<file path="src/rtl/adder_pkg.sv">
// Shared constants and stage control record for the pipelined lookahead adder.
// Latency: n/a (types only).
// Backpressure: n/a.
package adder_pkg;

  // Every pipeline stage resolves one lookahead slice of this many bits.
  localparam int SLICE_W = 4;

  // Width-independent part of a stage record. Operand and sum fields depend on
  // WIDTH, so the top module wraps this in its own local struct.
  typedef struct packed {
    logic valid;  // stage holds a live beat
    logic carry;  // carry out of the most recently resolved slice
    logic sub;    // beat was a subtraction (B already inverted at entry)
  } stage_ctl_t;

endpackage

</file>
<file path="src/rtl/cla4_slice.sv">
// Purpose: combinational 4-bit carry-lookahead slice with carry into bit 3 exposed.
// Latency: 0 cycles (pure combinational).
// Backpressure: none; the enclosing pipeline decides when results are captured.
module cla4_slice (
  input  logic [3:0] a,
  input  logic [3:0] b,
  input  logic       cin,
  output logic [3:0] sum,
  output logic       cout,
  output logic       c3
);

  logic [3:0] g;
  logic [3:0] p;
  logic       c1;
  logic       c2;

  assign g = a & b;
  assign p = a ^ b;

  // Every carry is a flat generate/propagate product, so no carry ripples
  // inside the slice.
  assign c1   = g[0] | (p[0] & cin);
  assign c2   = g[1] | (p[1] & g[0]) | (p[1] & p[0] & cin);
  assign c3   = g[2] | (p[2] & g[1]) | (p[2] & p[1] & g[0]) | (p[2] & p[1] & p[0] & cin);
  assign cout = g[3] | (p[3] & g[2]) | (p[3] & p[2] & g[1]) | (p[3] & p[2] & p[1] & g[0])
              | (p[3] & p[2] & p[1] & p[0] & cin);

  assign sum = p ^ {c3, c2, c1, cin};

endmodule

</file>
<file path="src/rtl/pipelined_cla_adder.sv">
// Purpose: WIDTH-bit add/subtract, one 4-bit lookahead slice per pipeline stage, with cout/ovf/zero flags.
// Latency: WIDTH/4 register stages; a beat accepted at edge t is presented after edge t+WIDTH/4-1.
// Backpressure: global stall; all stages hold while out_valid & ~out_ready, and in_ready mirrors the advance signal.
module pipelined_cla_adder
  import adder_pkg::*;
#(
  parameter int WIDTH = 16
) (
  input  logic             clk,
  input  logic             rst,
  input  logic             in_valid,
  output logic             in_ready,
  input  logic [WIDTH-1:0] in_a,
  input  logic [WIDTH-1:0] in_b,
  input  logic             in_cin,
  input  logic             in_sub,
  output logic             out_valid,
  input  logic             out_ready,
  output logic [WIDTH-1:0] out_sum,
  output logic             out_cout,
  output logic             out_ovf,
  output logic             out_zero
);

  // WIDTH must be a multiple of 4 and at least 4.
  localparam int NSLICE = WIDTH / SLICE_W;

  // A stage record carries the operands forward so that later stages find their
  // untouched nibbles, plus every sum nibble resolved so far.
  typedef struct packed {
    stage_ctl_t       ctl;
    logic [WIDTH-1:0] a;
    logic [WIDTH-1:0] b;
    logic [WIDTH-1:0] sum;
  } stage_t;

  stage_t stg_q [NSLICE];
  stage_t stg_d [NSLICE];
  stage_t src   [NSLICE];  // record that stage k consumes this cycle

  logic [SLICE_W-1:0] sl_sum  [NSLICE];
  logic               sl_cout [NSLICE];
  logic               sl_c3   [NSLICE];

  logic             advance;
  logic             ovf_q;
  logic             ovf_d;
  logic             zero_q;
  logic             zero_d;
  logic [WIDTH-1:0] last_sum;

  // The pipeline moves only when the output slot is empty or being drained.
  assign advance  = ~stg_q[NSLICE-1].ctl.valid | out_ready;
  assign in_ready = advance;

  // Stage 0 consumes the conditioned input beat; stage k consumes stage k-1's register.
  always_comb begin
    src[0].ctl.valid = in_valid;
    src[0].ctl.sub   = in_sub;
    // Subtraction is A + ~B + 1, so the caller's carry-in is ignored in that mode.
    src[0].ctl.carry = in_sub | in_cin;
    src[0].a         = in_a;
    src[0].b         = in_sub ? ~in_b : in_b;
    src[0].sum       = '0;
    for (int k = 1; k < NSLICE; k++) begin
      src[k] = stg_q[k-1];
    end
  end

  for (genvar k = 0; k < NSLICE; k++) begin : g_slice
    cla4_slice u_cla (
      .a    (src[k].a[k*SLICE_W +: SLICE_W]),
      .b    (src[k].b[k*SLICE_W +: SLICE_W]),
      .cin  (src[k].ctl.carry),
      .sum  (sl_sum[k]),
      .cout (sl_cout[k]),
      .c3   (sl_c3[k])
    );
  end

  // Next stage state: shift on advance. Payload is captured only for live beats,
  // so a bubble leaves the previous payload in place and outputs keep their last value.
  always_comb begin
    for (int k = 0; k < NSLICE; k++) begin
      stg_d[k] = stg_q[k];
      if (advance) begin
        stg_d[k].ctl.valid = src[k].ctl.valid;
        if (src[k].ctl.valid) begin
          stg_d[k]                              = src[k];
          stg_d[k].ctl.carry                    = sl_cout[k];
          stg_d[k].sum[k*SLICE_W +: SLICE_W]    = sl_sum[k];
        end
      end
    end
  end

  // Flags resolved in the final stage and registered alongside the sum.
  always_comb begin
    last_sum = src[NSLICE-1].sum;
    last_sum[(NSLICE-1)*SLICE_W +: SLICE_W] = sl_sum[NSLICE-1];
    ovf_d  = ovf_q;
    zero_d = zero_q;
    if (advance && src[NSLICE-1].ctl.valid) begin
      ovf_d  = sl_c3[NSLICE-1] ^ sl_cout[NSLICE-1];
      zero_d = (last_sum == '0);
    end
  end

  // Stage and flag registers; reset discards every in-flight beat.
  always_ff @(posedge clk) begin
    if (rst) begin
      for (int k = 0; k < NSLICE; k++) begin
        stg_q[k] <= '0;
      end
      ovf_q  <= 1'b0;
      zero_q <= 1'b0;
    end else begin
      for (int k = 0; k < NSLICE; k++) begin
        stg_q[k] <= stg_d[k];
      end
      ovf_q  <= ovf_d;
      zero_q <= zero_d;
    end
  end

  assign out_valid = stg_q[NSLICE-1].ctl.valid;
  assign out_sum   = stg_q[NSLICE-1].sum;
  assign out_cout  = stg_q[NSLICE-1].ctl.carry;
  assign out_ovf   = ovf_q;
  assign out_zero  = zero_q;

endmodule

</file>
<file path="config.mk">
export PLATFORM = sky130hd
export DESIGN_NAME = pipelined_cla_adder
export DESIGN_NICKNAME = d
export VERILOG_FILES = /design/src/rtl/adder_pkg.sv /design/src/rtl/cla4_slice.sv /design/src/rtl/pipelined_cla_adder.sv
export SDC_FILE = /design/constraint.sdc
export NUM_CORES = 1
export LEC_CHECK = 0
export CAP_MARGIN = 20
export CORE_MARGIN = 2
export CORE_UTILIZATION = 45
export CTS_CLUSTER_SIZE = 20
export DETAILED_ROUTE_END_ITERATION = 7
export GPL_ROUTABILITY_DRIVEN = 1
export PLACE_DENSITY = 0.74
export SETUP_SLACK_MARGIN = 0.5
export SLEW_MARGIN = 40
export SYNTH_ARGS = -nofsm -noshare
export SYNTH_HDL_FRONTEND = slang
export SYNTH_SLANG_ARGS = --single-unit
</file>
<file path="constraint.sdc">
create_clock -name clk -period 2.8 [get_ports clk]
set_clock_uncertainty 0.15 [all_clocks]
set_input_delay 0.7 -clock clk [delete_from_list [all_inputs] [get_ports clk]]
set_output_delay 0.7 -clock clk [all_outputs]
set_load 0.1 [all_outputs]
</file>
-- After elaboration in Yosys (flattened, before gate mapping)
Memories as Yosys holds them, arrays and structs flattened.
Index checks and enable logic that the tools add are counted.
- register bits after elaboration: 2
- bits in writable memories: 204
- bits of input ports: 38
- output and inout bits: 21
- word-level logic and storage cells: 146
- memories kept: 1
- memory list (name ; depth ; width ; rd ports ; clocked after memory_dff ; wr ports ; line ; source):
    stg_q ; 4 ; 51 ; 4 ; 0 ; 4 ; pipelined_cla_adder.sv:37 ; stage_t stg_q [NSLICE];
- mux-type cells: 16
- bitwise logic cells: 125
- reductions and logical operators: 2
- operator list (cell ; count):
    $mux 51 ; 12
    $and 1x1->1 ; 64
    $or 1x1->1 ; 46
    $xor 4x4->4 ; 8
    $and 4x4->4 ; 4
    $logic_not 16->1 ; 1
    $mux 16 ; 1
    $not 16->16 ; 1
    $mux 1 ; 3
    $logic_and 1x1->1 ; 1
    $not 1->1 ; 1
    $xor 1x1->1 ; 1

-- Logic depth before layout (Yosys ltp)
- depth in word-level cells: 11
- depth in mapped cells: 8
- depth with buffers taken out: 6

-- Cells and area by module
From an unflattened synthesis, not the netlist that was laid out.
- cell total of the unflattened synthesis: 526
- area, all modules: 4515.6 um^2
- by module, submodules not included (module ; instances ; cells each ; area each (um^2) ; seq. area each (um^2)):
    pipelined_cla_adder ; 1 ; 458 ; 3910.0 ; 1961.9
    cla4_slice at g_slice[0].u_cla ... ; 3 ; 18 ; 155.1 ; 0.0
    cla4_slice at g_slice[3].u_cla ; 1 ; 14 ; 140.1 ; 0.0

-- Worst setup path after synthesis
Ideal clock, no wire load.
- kind: input to register
- from: in in_sub
- to: mem stg_q[0][3] (netlist name)
- setup time: 122 ps
- arrival time: 2341 ps
- required time: 2528 ps
- setup slack: 187 ps
- cell stages on the path: 8
- path buffers: 2
- cell sequence: buf_6 -> buf_2 -> xor2_1 -> ha_1 -> o21a_1 -> o211a_1 -> o211a_1 -> a311o_1
- RTL lines (what ; line ; source):
    start, declared ; pipelined_cla_adder.sv:16 ; input logic in_sub,
    end, declared ; pipelined_cla_adder.sv:37 ;

==> summary.md <==
| Metric | Value |
|---|---|
| Status | finished, final reports clean |
| Area delta synth->final | 20.69% |
| Mapped Nets | 558 |
| Tot GR Track Use | 0.1789 |
| CP max stage delay | 0.30 ns |
| Num CTS Buffers | 9 |
| Placed insts | 654 |
| Internal | 1.940 mW |
| Vias per cell | 5.092 |
| Crit-path most repeated cell | o211a_1 |
| Met2 usage | 0.2741 |
| Vias in the first global route | 3208 |
| Gp weighted congestion | 0.7654 |
| HP Class | flip-flop to flip-flop |
| Synth async-reset ratio | 0 |
| Worst Tran Pin Value | 0.3861 ns |
| DR WL/cell | 12.71 µm |
| Met1 Resource Use GR | 0.2455 |
| Antenna violations before repair | 0 |
| Worst skew pair latency | 0.37 ns |
| DR pass1 iterations | 4 |
| IO buf count | 58 |
| CTS clock-pin slew for the worst setup and hold paths | 0.10 ns |
| Synth Register Bits | 98 |
| Period utilization | 0.7933 |
| Startpoint Class | primary input |
| H-tree levels | 3 |
| Hold Crit Depth | 2 |
| Die area | 10090 µm² |
| Core Box Area | 9153 µm² |
| IO Pins | 59 |
| Placed inst area | 4847 µm² |
| Gr busiest metal | met2 |
| Synth unique cells | 38 |
| Fmax | 0.4502 GHz |
| Final ANT Viol Nets | 0 |
| Number of standard cells after synthesis | 500 |
| First-pass GRT wire length | 14590 µm |
| WP data required | 2.91 ns |
| CTS tree | built |
| Sw Share | 0.2748 |
| Synth warnings | 0 |
| Nets | 614 |
| Clock Tree Buf Depth | 2 |
| Slowest stage cell, crit path | dlygate4sd2_1 |
| Power per cell area | 529.5 nW/µm² |
| RSZ-0062 raised after global routing | false |
| Mapped Area | 4185 µm² |
| Seq/Total Area, Yosys | 0.4688 |
| Peak VDD IR | 0.0002240 V |
| Num rows | 35 |
| Leakage | 2.015 nW |
| Avg Inst Size Synth | 8.371 µm² |
| Die W | 100.4 µm |
| Hold WS | 0.3062 ns |
| Sequential power share | 0.554 |
| Layout cells sized above 1 | 0.1105 |
| Worst EP arrival | 2.33 ns |
| Dpl hpwl | 6321 µm |
| CP Max Fanout | 4 |
| Initial Utilization | 0.4573 |
| Count of final max-slew check failures | 0 |
| P_sw | 0.7350 mW |
| DRC viols | 0 |
| Met3 usage | 0.04109 |
| Die height | 100.4 µm |
| Slew HR | 0.7360 |
| Largest net degree at the start of global routing | 29 |
| Crit-path cells | dlygate4sd2_1 > xor2_2 > ha_1 > o21a_1 > o211a_1 > o211a_1 > a311o_1 |
| # diodes | 0 |
| Fill cells | 877 |
| Critical path class | primary input to flip-flop |
| Max-cap violations | 0 |
| Fin crit period | 2.221 ns |
| Total Wirelength | 8544 µm |
| Final setup vio count | 0 |
| Final Hold Viols | 0 |
| Sink Count | 98 |
| Final instance area | 5051 µm² |
| Logic pwr share | 0.126 |
| Primary FF master, synth | dfxtp_1 |
| Initial DRC Count | 151 |
| Non-Filler Instances | 672 |
| R2R cell count | 5 |
| Clock root buffer | clkbuf_8 |
| Vias post-DR | 3422 |
| GR Overflow Total | 0 |
| Number of flops mapped to enable cells by yosys | 0 |
| Crit. End Element | flip-flop |
| Clock power frac | 0.320 |
## repair_timing
| action | CTS | global route |
|---|---|---|
| hold buffers | 0 | 0 |
| setup buffers | 2 | 0 |
| setup endpoints to repair | 3 | 0 |
| resized for setup | 5 | 0 |
## cell type report
cell class	count	area, µm²	share of cell area
clock buffer	9	123.9	0.02452
clock inverter	7	61.31	0.01214
inverter	4	17.52	0.003468
multi-input combinational	365	2064	0.4087
sequential	98	1963	0.3887
tap	111	138.9	0.02750
timing repair buffer	78	681.9	0.1350
## sequential cells by signal, summed over array words and instances (netlist names)
register,cells
stg_q,96
out_zero,1
out_ovf,1
## per-stage QoR
step	power (mW)	util	setup slack, ns	setup TNS (ns)
2_1_floorplan	1.734	-	0.3584	0
3_3_place_gp	1.839	0.5296	0.01617	0
6_report	2.675	0.5519	0.5787	0
3_5_place_dp	1.853	0.5296	-0.05134	-0.05134
5_1_grt	2.802	0.5519	0.5388	0
4_1_cts	2.704	0.5519	0.5956	0
## synthesized netlist by cell type, drive strengths merged (2+ instances only)
cell    count  area [µm²]
dfxtp      98        1962
nand4       5       31.28
xnor2      17       148.9
a21oi      70       350.3
clkbuf     12       45.04
and3        2       12.51
nand2     139       521.8
o21ai       2       10.01
nor3        3       15.01
nand4b      2       17.52
o31ai       2       15.01
a211oi     18       135.1
nand3       7       35.03
nor4        4       25.02
a211o       5       43.79
and2        5       31.28
inv         4       15.01
fa          4       80.08
a31oi       2       12.51
o211a       2       20.02
xor2        5       43.79
ha         16       200.2
a21o        9       67.56
buf        21       111.4
nand3b      2       15.01
nor2       33       123.9
o21a        3       22.52
## metal layers
metal	up-vias	wire [µm]	part of all wire
li1	1810	-	-
met1	1523	4138	0.48
met2	80	3898	0.46
met3	9	372	0.044
met4	0	135	0.016
met5	-	0	0
## power groups by stage
stage	registers [mW]	logic (mW)	clock network, mW
global route	1.49	0.375	0.938
detailed placement	1.51	0.339	0
global placement	1.51	0.327	0
CTS	1.48	0.340	0.882
finish	1.48	0.337	0.855
floorplan	1.52	0.210	0
## worst paths after layout
path	start	endpoint	slack, ns
setup / recovery	in_sub	stg_q[0][3]$_SDFFE_PP0P_	0.58
hold / removal	stg_q[1][47]$_SDFFE_PP0P_	stg_q[2][47]$_SDFFE_PP0P_	0.31
setup reg to reg	stg_q[2][49]$_SDFFE_PP0P_	out_zero$_SDFFE_PP0P_	0.79
hold reg to reg	stg_q[1][47]$_SDFFE_PP0P_	stg_q[2][47]$_SDFFE_PP0P_	0.31
## worst max-delay path: cells and delay by family
family | cells | cell delay, ns
compound gates | 4 | 0.85
xor+xnor | 1 | 0.17
fa+ha+maj | 1 | 0.30
buf+inv | 1 | 0.30
## cells in the final DEF, fill, tap and decap left out, types with 2 or more instances in the layout
cell	count
fa_1	4
nand3b_1	2
clkdlybuf4s50_1	33
o21a_1	3
o31ai_1	2
and3_1	2
clkbuf_8	9
dlygate4sd2_1	3
nor3_1	3
inv_1	3
a31oi_1	2
nor4_1	4
ha_1	16
a21o_1	9
o211a_1	2
a21oi_1	70
a211o_1	5
buf_4	40
nand2_1	139
nor2_1	33
clkinvlp_4	2
xnor2_1	17
a211oi_1	18
dfxtp_1	97
nand4b_1	2
xor2_1	4
and2_1	4
o21ai_0	2
nand3_1	7
inv_6	2
nand4_1	5
clkinv_4	2
## cell families (layout without fill, tap and decap cells)
family	count (synthesis)	after routing	synth area share
xor gates and xnor gates	22	22	0.04604
DFF	98	98	0.4688
AOI/OAI and AO/OA	119	119	0.1749
and+or+nand+nor	203	203	0.2000
buffers and inverters	37	98	0.04096
adders and majority gates	20	20	0.06697
muxes	1	1	0.002392
No activity file was read; power rests on OpenSTA's default activity.
